[src/rtl/fwrisc_operand_fetch.sv]
// Operand-fetch stage: issues regfile reads for a decoded rs1/rs2 pair, captures the
// operands one cycle later and keeps them coherent with write-back until execute takes them.
module fwrisc_operand_fetch #(
    parameter int ADDR_W = 6,
    parameter int DATA_W = 32,
    parameter bit FWD_EN = 1'b1
) (
    input  logic              clock,
    input  logic              reset,
    input  logic              in_valid,
    output logic              in_ready,
    input  logic [ADDR_W-1:0] in_rs1,
    input  logic [ADDR_W-1:0] in_rs2,
    input  logic              flush,
    output logic [ADDR_W-1:0] ra_raddr,
    output logic [ADDR_W-1:0] rb_raddr,
    input  logic [DATA_W-1:0] ra_rdata,
    input  logic [DATA_W-1:0] rb_rdata,
    input  logic [ADDR_W-1:0] wb_waddr,
    input  logic [DATA_W-1:0] wb_wdata,
    input  logic              wb_wen,
    output logic              out_valid,
    input  logic              out_ready,
    output logic [ADDR_W-1:0] out_rs1,
    output logic [ADDR_W-1:0] out_rs2,
    output logic [DATA_W-1:0] out_rs1_data,
    output logic [DATA_W-1:0] out_rs2_data
);

    typedef enum logic [1:0] {
        IDLE,
        READ,
        FULL
    } state_t;

    state_t            state;
    state_t            state_next;
    logic              accept;
    logic              hit1;
    logic              hit2;
    logic [ADDR_W-1:0] rs1_q;
    logic [ADDR_W-1:0] rs2_q;
    logic [DATA_W-1:0] data1_q;
    logic [DATA_W-1:0] data2_q;
    logic [DATA_W-1:0] capture1;
    logic [DATA_W-1:0] capture2;

    // Gating with reset keeps in_ready low while the stage is held in reset.
    always_comb begin
        in_ready   = 1'b0;
        accept     = 1'b0;
        state_next = state;
        if (reset && !flush) begin
            in_ready = (state == IDLE) || ((state == FULL) && out_ready);
        end
        accept = in_valid && in_ready;
        case (state)
            IDLE:    if (accept) state_next = READ;
            READ:    state_next = FULL;
            FULL:    if (out_ready) state_next = accept ? READ : IDLE;
            default: state_next = IDLE;
        endcase
        if (flush) begin
            state_next = IDLE;
        end
    end

    // Write-back to x0 never matches, so an x0 operand stays zero.
    always_comb begin
        hit1     = FWD_EN && wb_wen && (wb_waddr != '0) && (wb_waddr == rs1_q);
        hit2     = FWD_EN && wb_wen && (wb_waddr != '0) && (wb_waddr == rs2_q);
        capture1 = hit1 ? wb_wdata : ra_rdata;
        capture2 = hit2 ? wb_wdata : rb_rdata;
        if (rs1_q == '0) capture1 = '0;
        if (rs2_q == '0) capture2 = '0;
    end

    always_ff @(posedge clock or negedge reset) begin
        if (!reset) begin
            state   <= IDLE;
            rs1_q   <= '0;
            rs2_q   <= '0;
            data1_q <= '0;
            data2_q <= '0;
        end else begin
            state <= state_next;
            if (accept) begin
                rs1_q <= in_rs1;
                rs2_q <= in_rs2;
            end
            if (state == READ) begin
                data1_q <= capture1;
                data2_q <= capture2;
            end else if (state == FULL) begin
                if (hit1) data1_q <= wb_wdata;
                if (hit2) data2_q <= wb_wdata;
            end
        end
    end

    // Read addresses bypass the register only in the cycle a request is taken.
    assign ra_raddr     = accept ? in_rs1 : rs1_q;
    assign rb_raddr     = accept ? in_rs2 : rs2_q;
    assign out_valid    = (state == FULL);
    assign out_rs1      = rs1_q;
    assign out_rs2      = rs2_q;
    assign out_rs1_data = data1_q;
    assign out_rs2_data = data2_q;

endmodule

[config.mk]
export PLATFORM = sky130hd
export DESIGN_NAME = fwrisc_operand_fetch
export DESIGN_NICKNAME = d
export VERILOG_FILES = /design/src/rtl/fwrisc_operand_fetch.sv
export SDC_FILE = /design/constraint.sdc
export NUM_CORES = 1
export LEC_CHECK = 0
export CAP_MARGIN = 20
export CORE_MARGIN = 2
export CORE_UTILIZATION = 40
export DETAILED_ROUTE_END_ITERATION = 7
export PLACE_DENSITY_LB_ADDON = 0.12
export SLEW_MARGIN = 20
export SYNTH_ARGS = -nofsm -noshare
export SYNTH_HDL_FRONTEND = slang
export SYNTH_SLANG_ARGS = --single-unit
[constraint.sdc]
create_clock -name clock -period 2.95 [get_ports clock]
set_input_delay 0.7375 -clock clock [delete_from_list [all_inputs] [get_ports clock]]
set_output_delay 0.7375 -clock clock [all_outputs]
set_load 0.05 [all_outputs]
---- Word-level counts from Yosys, hierarchy flattened ----
Index checks and enable logic that the tools add are counted.
storage, ports and cells
  register bits after elaboration ......... 78
  bits of input ports ..................... 120
  output and inout port bits .............. 90
  logic and storage cells ................. 47
cells by class
  equal/unequal tests ..................... 6
  mux-type cells .......................... 18
  reductions and logical operators ........ 18
operator list
  operator                                               count
  two-way mux 32 bit                                     10
  == test 6 bit                                          2
  logical NOT 6 bit                                      2
  two-way mux 6 bit                                      2
  logical AND 1 bit                                      6
  two-way mux 2 bit                                      3
  one-hot mux 2 bit (3 select lines)                     1
  AND reduction 2 bit                                    3
  nonzero test 2 bit                                     3
  nonzero test 6 bit                                     1
  inequality test 3 x 2 -> 1 bit, second input constant  1
  inequality test 3 bit, second input constant           1
  == test 2 x 1 -> 1 bit, second input constant          1
  == test 2 bit, second input constant                   1
  logical NOT 2 bit                                      1
  two-way mux 1 bit                                      2
  logical NOT 1 bit                                      1
  logical OR 1 bit                                       1

---- Depth between registers and ports, before layout ----
  depth in word-level cells ............... 9
  mapped depth ............................ 9
  mapped depth without buffers ............ 7

---- Worst setup path before layout ----
No wires, ideal clock.
  kind .................................... reg-to-output
  from .................................... register state[0]
  to ...................................... output port in_ready
  arrival time ............................ 2296 ps
  required time ........................... 2213 ps
  setup slack ............................. -84 ps
  cell stages (with the launch flop) ...... 5
  path buffers ............................ 0
  cells stage by stage .................... dfrtp_1 inv_1 ha_1 a21oi_1 nor3b_1
between the ends
  word-level cells in the longest chain between the ends .. 4
  elaborated cells between the ends (all ways) .. 5
  classes of those cells .................. 1 x eq/ne; 1 x mux; 3 x reduce/logical
RTL lines
  item                    line  text
  start, declared         36    state_t state;
  start signal, assigned  86    state <= state_next;
  == test 2 bit           -
  named net out_valid     22    output logic out_valid,
  logical AND 1 bit       54    in_ready = (state == IDLE) || ((state == FULL) && out_ready);
  logical OR 1 bit        54
  two-way mux 1 bit       53    if (reset && !flush) begin
  end, declared           11    output logic in_ready,
The timed path passes the listed nets, and every way through them passes these cells.

---- Worst setup path in the final report ----
  from .................................... register state[0]
  to ...................................... output port ra_raddr[3]
between the ends
  word-level cells in the longest chain between the ends .. 6
  elaborated cells between the ends (all ways) .. 7
  classes of those cells .................. 1 x eq/ne; 2 x mux; 4 x reduce/logical
RTL lines
  item                   line  text
  == test 2 bit          54
  logical AND 1 bit      54
  logical OR 1 bit (*)   54
  two-way mux 1 bit (*)  53
  logical AND 1 bit (*)  56    accept = in_valid && in_ready;
  two-way mux 6 bit (*)  -
  end, declared          15    output logic [ADDR_W-1:0] ra_raddr,
Mark *: on every way between the ends. The rest lies on a longest branch, timed or not.

==> qor.txt <==
Arr. time, crit path - 2.11 ns
Cell mode on critical path - buf_12
Synth unique cells - 26
Overall Global Routing Usage - 25.6%
# diodes - 0
Vias post-DR - 4035
Largest family of logic cells by synthesized area - simple AND/OR/NAND/NOR gates
Final ANT Viol Nets - 0
Post-Synth Simple-Gate Area - 19.7%
Post-Layout Cell Count - 745
Reg2reg start - state[1]
Worst-Margin Slew - 0.708 ns
Worst Clk Skew - 0.00914 ns
Worst Setup End Kind - output port
Core region area - 0.00964 mm2
Hold Buf Count CTS - 0
Post-Syn Instances - 399
Area delta synth->final - 69.4%
Largest stage delay on the critical path - 0.42 ns
Placed Area - 0.00643 mm2
Hold path cells - 1
Final GP Congestion - 0.820
CTS tree - done
Clock Path Buffers - 2
Cts bufs inserted - 9
Initial antenna violation count - 0
Req. time, crit path - 2.21 ns
CP startpoint - state[0]
Crit-path cells - inv_1, ha_1, a21oi_2, nand4bb_4, buf_12, mux2_2, buf_12
Clk pin slew, worst setup/hold paths - 0.09 ns
Final core occ - 69.1%
FMAX - 0.351 GHz
Synth Area in Compound Gates - 17.8%
# clock sinks - 78
Seq/Total Area, Yosys - 49.6%
Worst R2R End - out_rs1_data[16]
Clock share of power - 16.7%
Met1 global-route usage - 30.5%
Total gr overflow - 0
Layout cells sized above 1 - 11.9%
PD cells - 732 mW/mm2
Worst Hold Class - reg2reg
Worst reg2reg path depth - 8
DR WL/cell - 18.1 um
Final Slew Violations - 0
Clk root buf - clkbuf_8
Iter 0 DRT Violations - 163
Static Leak - 2.89 nW
Avg Cell Area, Syn - 9.86 um2
Internal power - 2.76 mW
First-pass GRT wire length - 21000 um
Drt pass-1 iters - 4
Largest net degree at the start of global routing - 79
Post-synth top area share - 49.6%
R2R Setup Slk - 0.68 ns
Finished Cell Area - 0.00666 mm2
Hold EP - out_rs1_data[25]
Net Count, Synth - 523
Met3 Usage GRT - 8.54%
Post-synth top flop - dfrtp_1
Final nets - 731
# DRC - 0
Die height - 103 um
Flop and latch count out of synthesis - 78
EDFF count, synth - 0
WS Path Type - reg2out
Adder-Cell Fraction of Synth Area - 1.27%
Post-Syn Area - 0.00393 mm2
Multiplexer share of the synthesized area - 4.71%
Die width - 103 um
Initial Util - 40.8%
H-tree Lvls - 3
Placed insts - 729
Synth top cells by count - 78 x dfrtp_1, 70 x nor2_1, 65 x nand2_1
Psw - 2.11 mW
Post-synthesis xor/xnor area fraction - 2.67%
Max VDD drop - 0.427 mV
Number of global-route vias before repair - 4208
IO Count - 210
Count leader, synth - dfrtp_1
Most used routing layer - met2
Max-slew headroom - 52.8%
PortBufs - 209
Dpl hpwl - 9750 um
Sequential fraction of design power - 31.5%
Via-per-instance ratio - 5.42
Yosys warns - 0
FFs w/ async S/R, synth - 100%
Final min period - 2.85 ns
Sw Share - 43.3%
Critical path fanouts, max - 15
Cell taking the most area after synthesis - dfrtp_1
Fill cells - 773
Setup violators final - 0
Status - completed
Row count - 36
Insertion delay to the later sink of the worst-skew pair - 0.34 ns
Final hold slack - 0.515 ns
Slowest-stage cell, CP - dfrtp_2
Top cells by area, synth - dfrtp_1 50%, a221o_1 16%, nor2_1 6.7%
Met2 Use GR - 42.5%
Comb power frac - 51.8%
Fin crit share - 96.5%
Final Hold Violating Endpoints - 0
Maxcap violations - 0
Die area - 0.0106 mm2
Unrepaired setup endpoints after global routing - false
Total Wirelength - 13500 um
CP startpoint kind - flop
Hold Crit Start - out_rs1_data[25]
## cells in the final DEF (no fill, tap or decap), types with 2 or more instances in the layout
| cell type | count |
|---|---|
| buf_12 | 18 |
| o221ai_1 | 2 |
| nand2_1 | 65 |
| nor4_1 | 2 |
| nor4_2 | 2 |
| nand4_1 | 2 |
| clkinv_2 | 3 |
| clkbuf_8 | 10 |
| a21oi_4 | 2 |
| xor2_1 | 4 |
| nor2_1 | 70 |
| buf_4 | 15 |
| clkdlybuf4s50_1 | 194 |
| and2_1 | 31 |
| xnor2_1 | 8 |
| inv_1 | 7 |
| ha_1 | 4 |
| dfrtp_1 | 77 |
| mux2_2 | 12 |
| mux2i_1 | 5 |
| o21ai_2 | 2 |
| a221o_1 | 62 |
## critical path: cells and delay by family, from the launching register on
family | cells | cell delay, ns
AO/OA/AOI/OAI | 1 | 0.17
adder cells (fa/ha/maj) | 1 | 0.25
buffers and inverters | 3 | 0.39
flip-flops | 1 | 0.42
multiplexers | 1 | 0.38
AND/OR/NAND/NOR | 1 | 0.17
## cells by family after synthesis
group	count (synthesis)
adder cells (fa/ha/maj)	4
AO/OA/AOI/OAI	73
multiplexers	17
buffers and inverters	39
XOR/XNOR	12
AND/OR/NAND/NOR	176
flip-flops	78
## metrics by stage
step                setup TNS, ns  worst slack (ns)  power (mW)
floorplan                 -0.0838           -0.0838        3.00
global placement           -0.114           -0.0112        4.05
detailed placement         -0.676           -0.0612        4.08
CTS                       -0.0533           -0.0104        4.91
global route                    0            0.0233        5.06
finish                          0             0.103        4.87
## final cells by class
| type | instances | area, um2 | area share, % |
|---|---|---|---|
| multi-input combinational | 282 | 1880 | 28.2 |
| tap | 133 | 166 | 2.50 |
| clock buffer | 10 | 138 | 2.07 |
| clock inverter | 6 | 61.3 | 0.921 |
| inverter | 7 | 26.3 | 0.395 |
| sequential | 78 | 1950 | 29.3 |
| timing repair buffer | 229 | 2440 | 36.6 |
## power by group through the flow
stage | Sequential (mW) | Clock, mW | Combinational (mW)
final | 1.54 | 0.814 | 2.52
after detailed placement | 1.55 | 0 | 2.53
after global placement | 1.54 | 0 | 2.50
after CTS | 1.53 | 0.840 | 2.54
after floorplan | 2.48 | 0 | 0.514
after global routing | 1.57 | 0.879 | 2.62
## worst max path at each step
stage,endpoint,slack [ns],depth (start not counted)
2_1_floorplan,in_ready,-0.08,4
3_3_place_gp,rb_raddr[3],-0.01,6
3_5_place_dp,ra_raddr[3],-0.06,6
4_1_cts,ra_raddr[3],-0.01,6
5_1_grt,ra_raddr[3],0.02,7
6_report,ra_raddr[3],0.10,7
## registers in the layout, indices dropped and copies added (netlist names)
register / count
out_rs1_data: 32
out_rs2_data: 32
out_rs1: 6
out_rs2: 6
state: 2
## repair_timing
action,4_1_cts,5_1_grt
resized for setup,2,2
buffers inserted,0,0
pin swaps,1,1
endpoints found under the setup margin,12,12
## metal layers
layer / routed length, um / up-vias
met5: 0 / -
met4: 390 / 0
met3: 1450 / 32
met2: 6550 / 219
met1: 5120 / 1950
li1: - / 1834
Power figures use the tool's default switching activity.
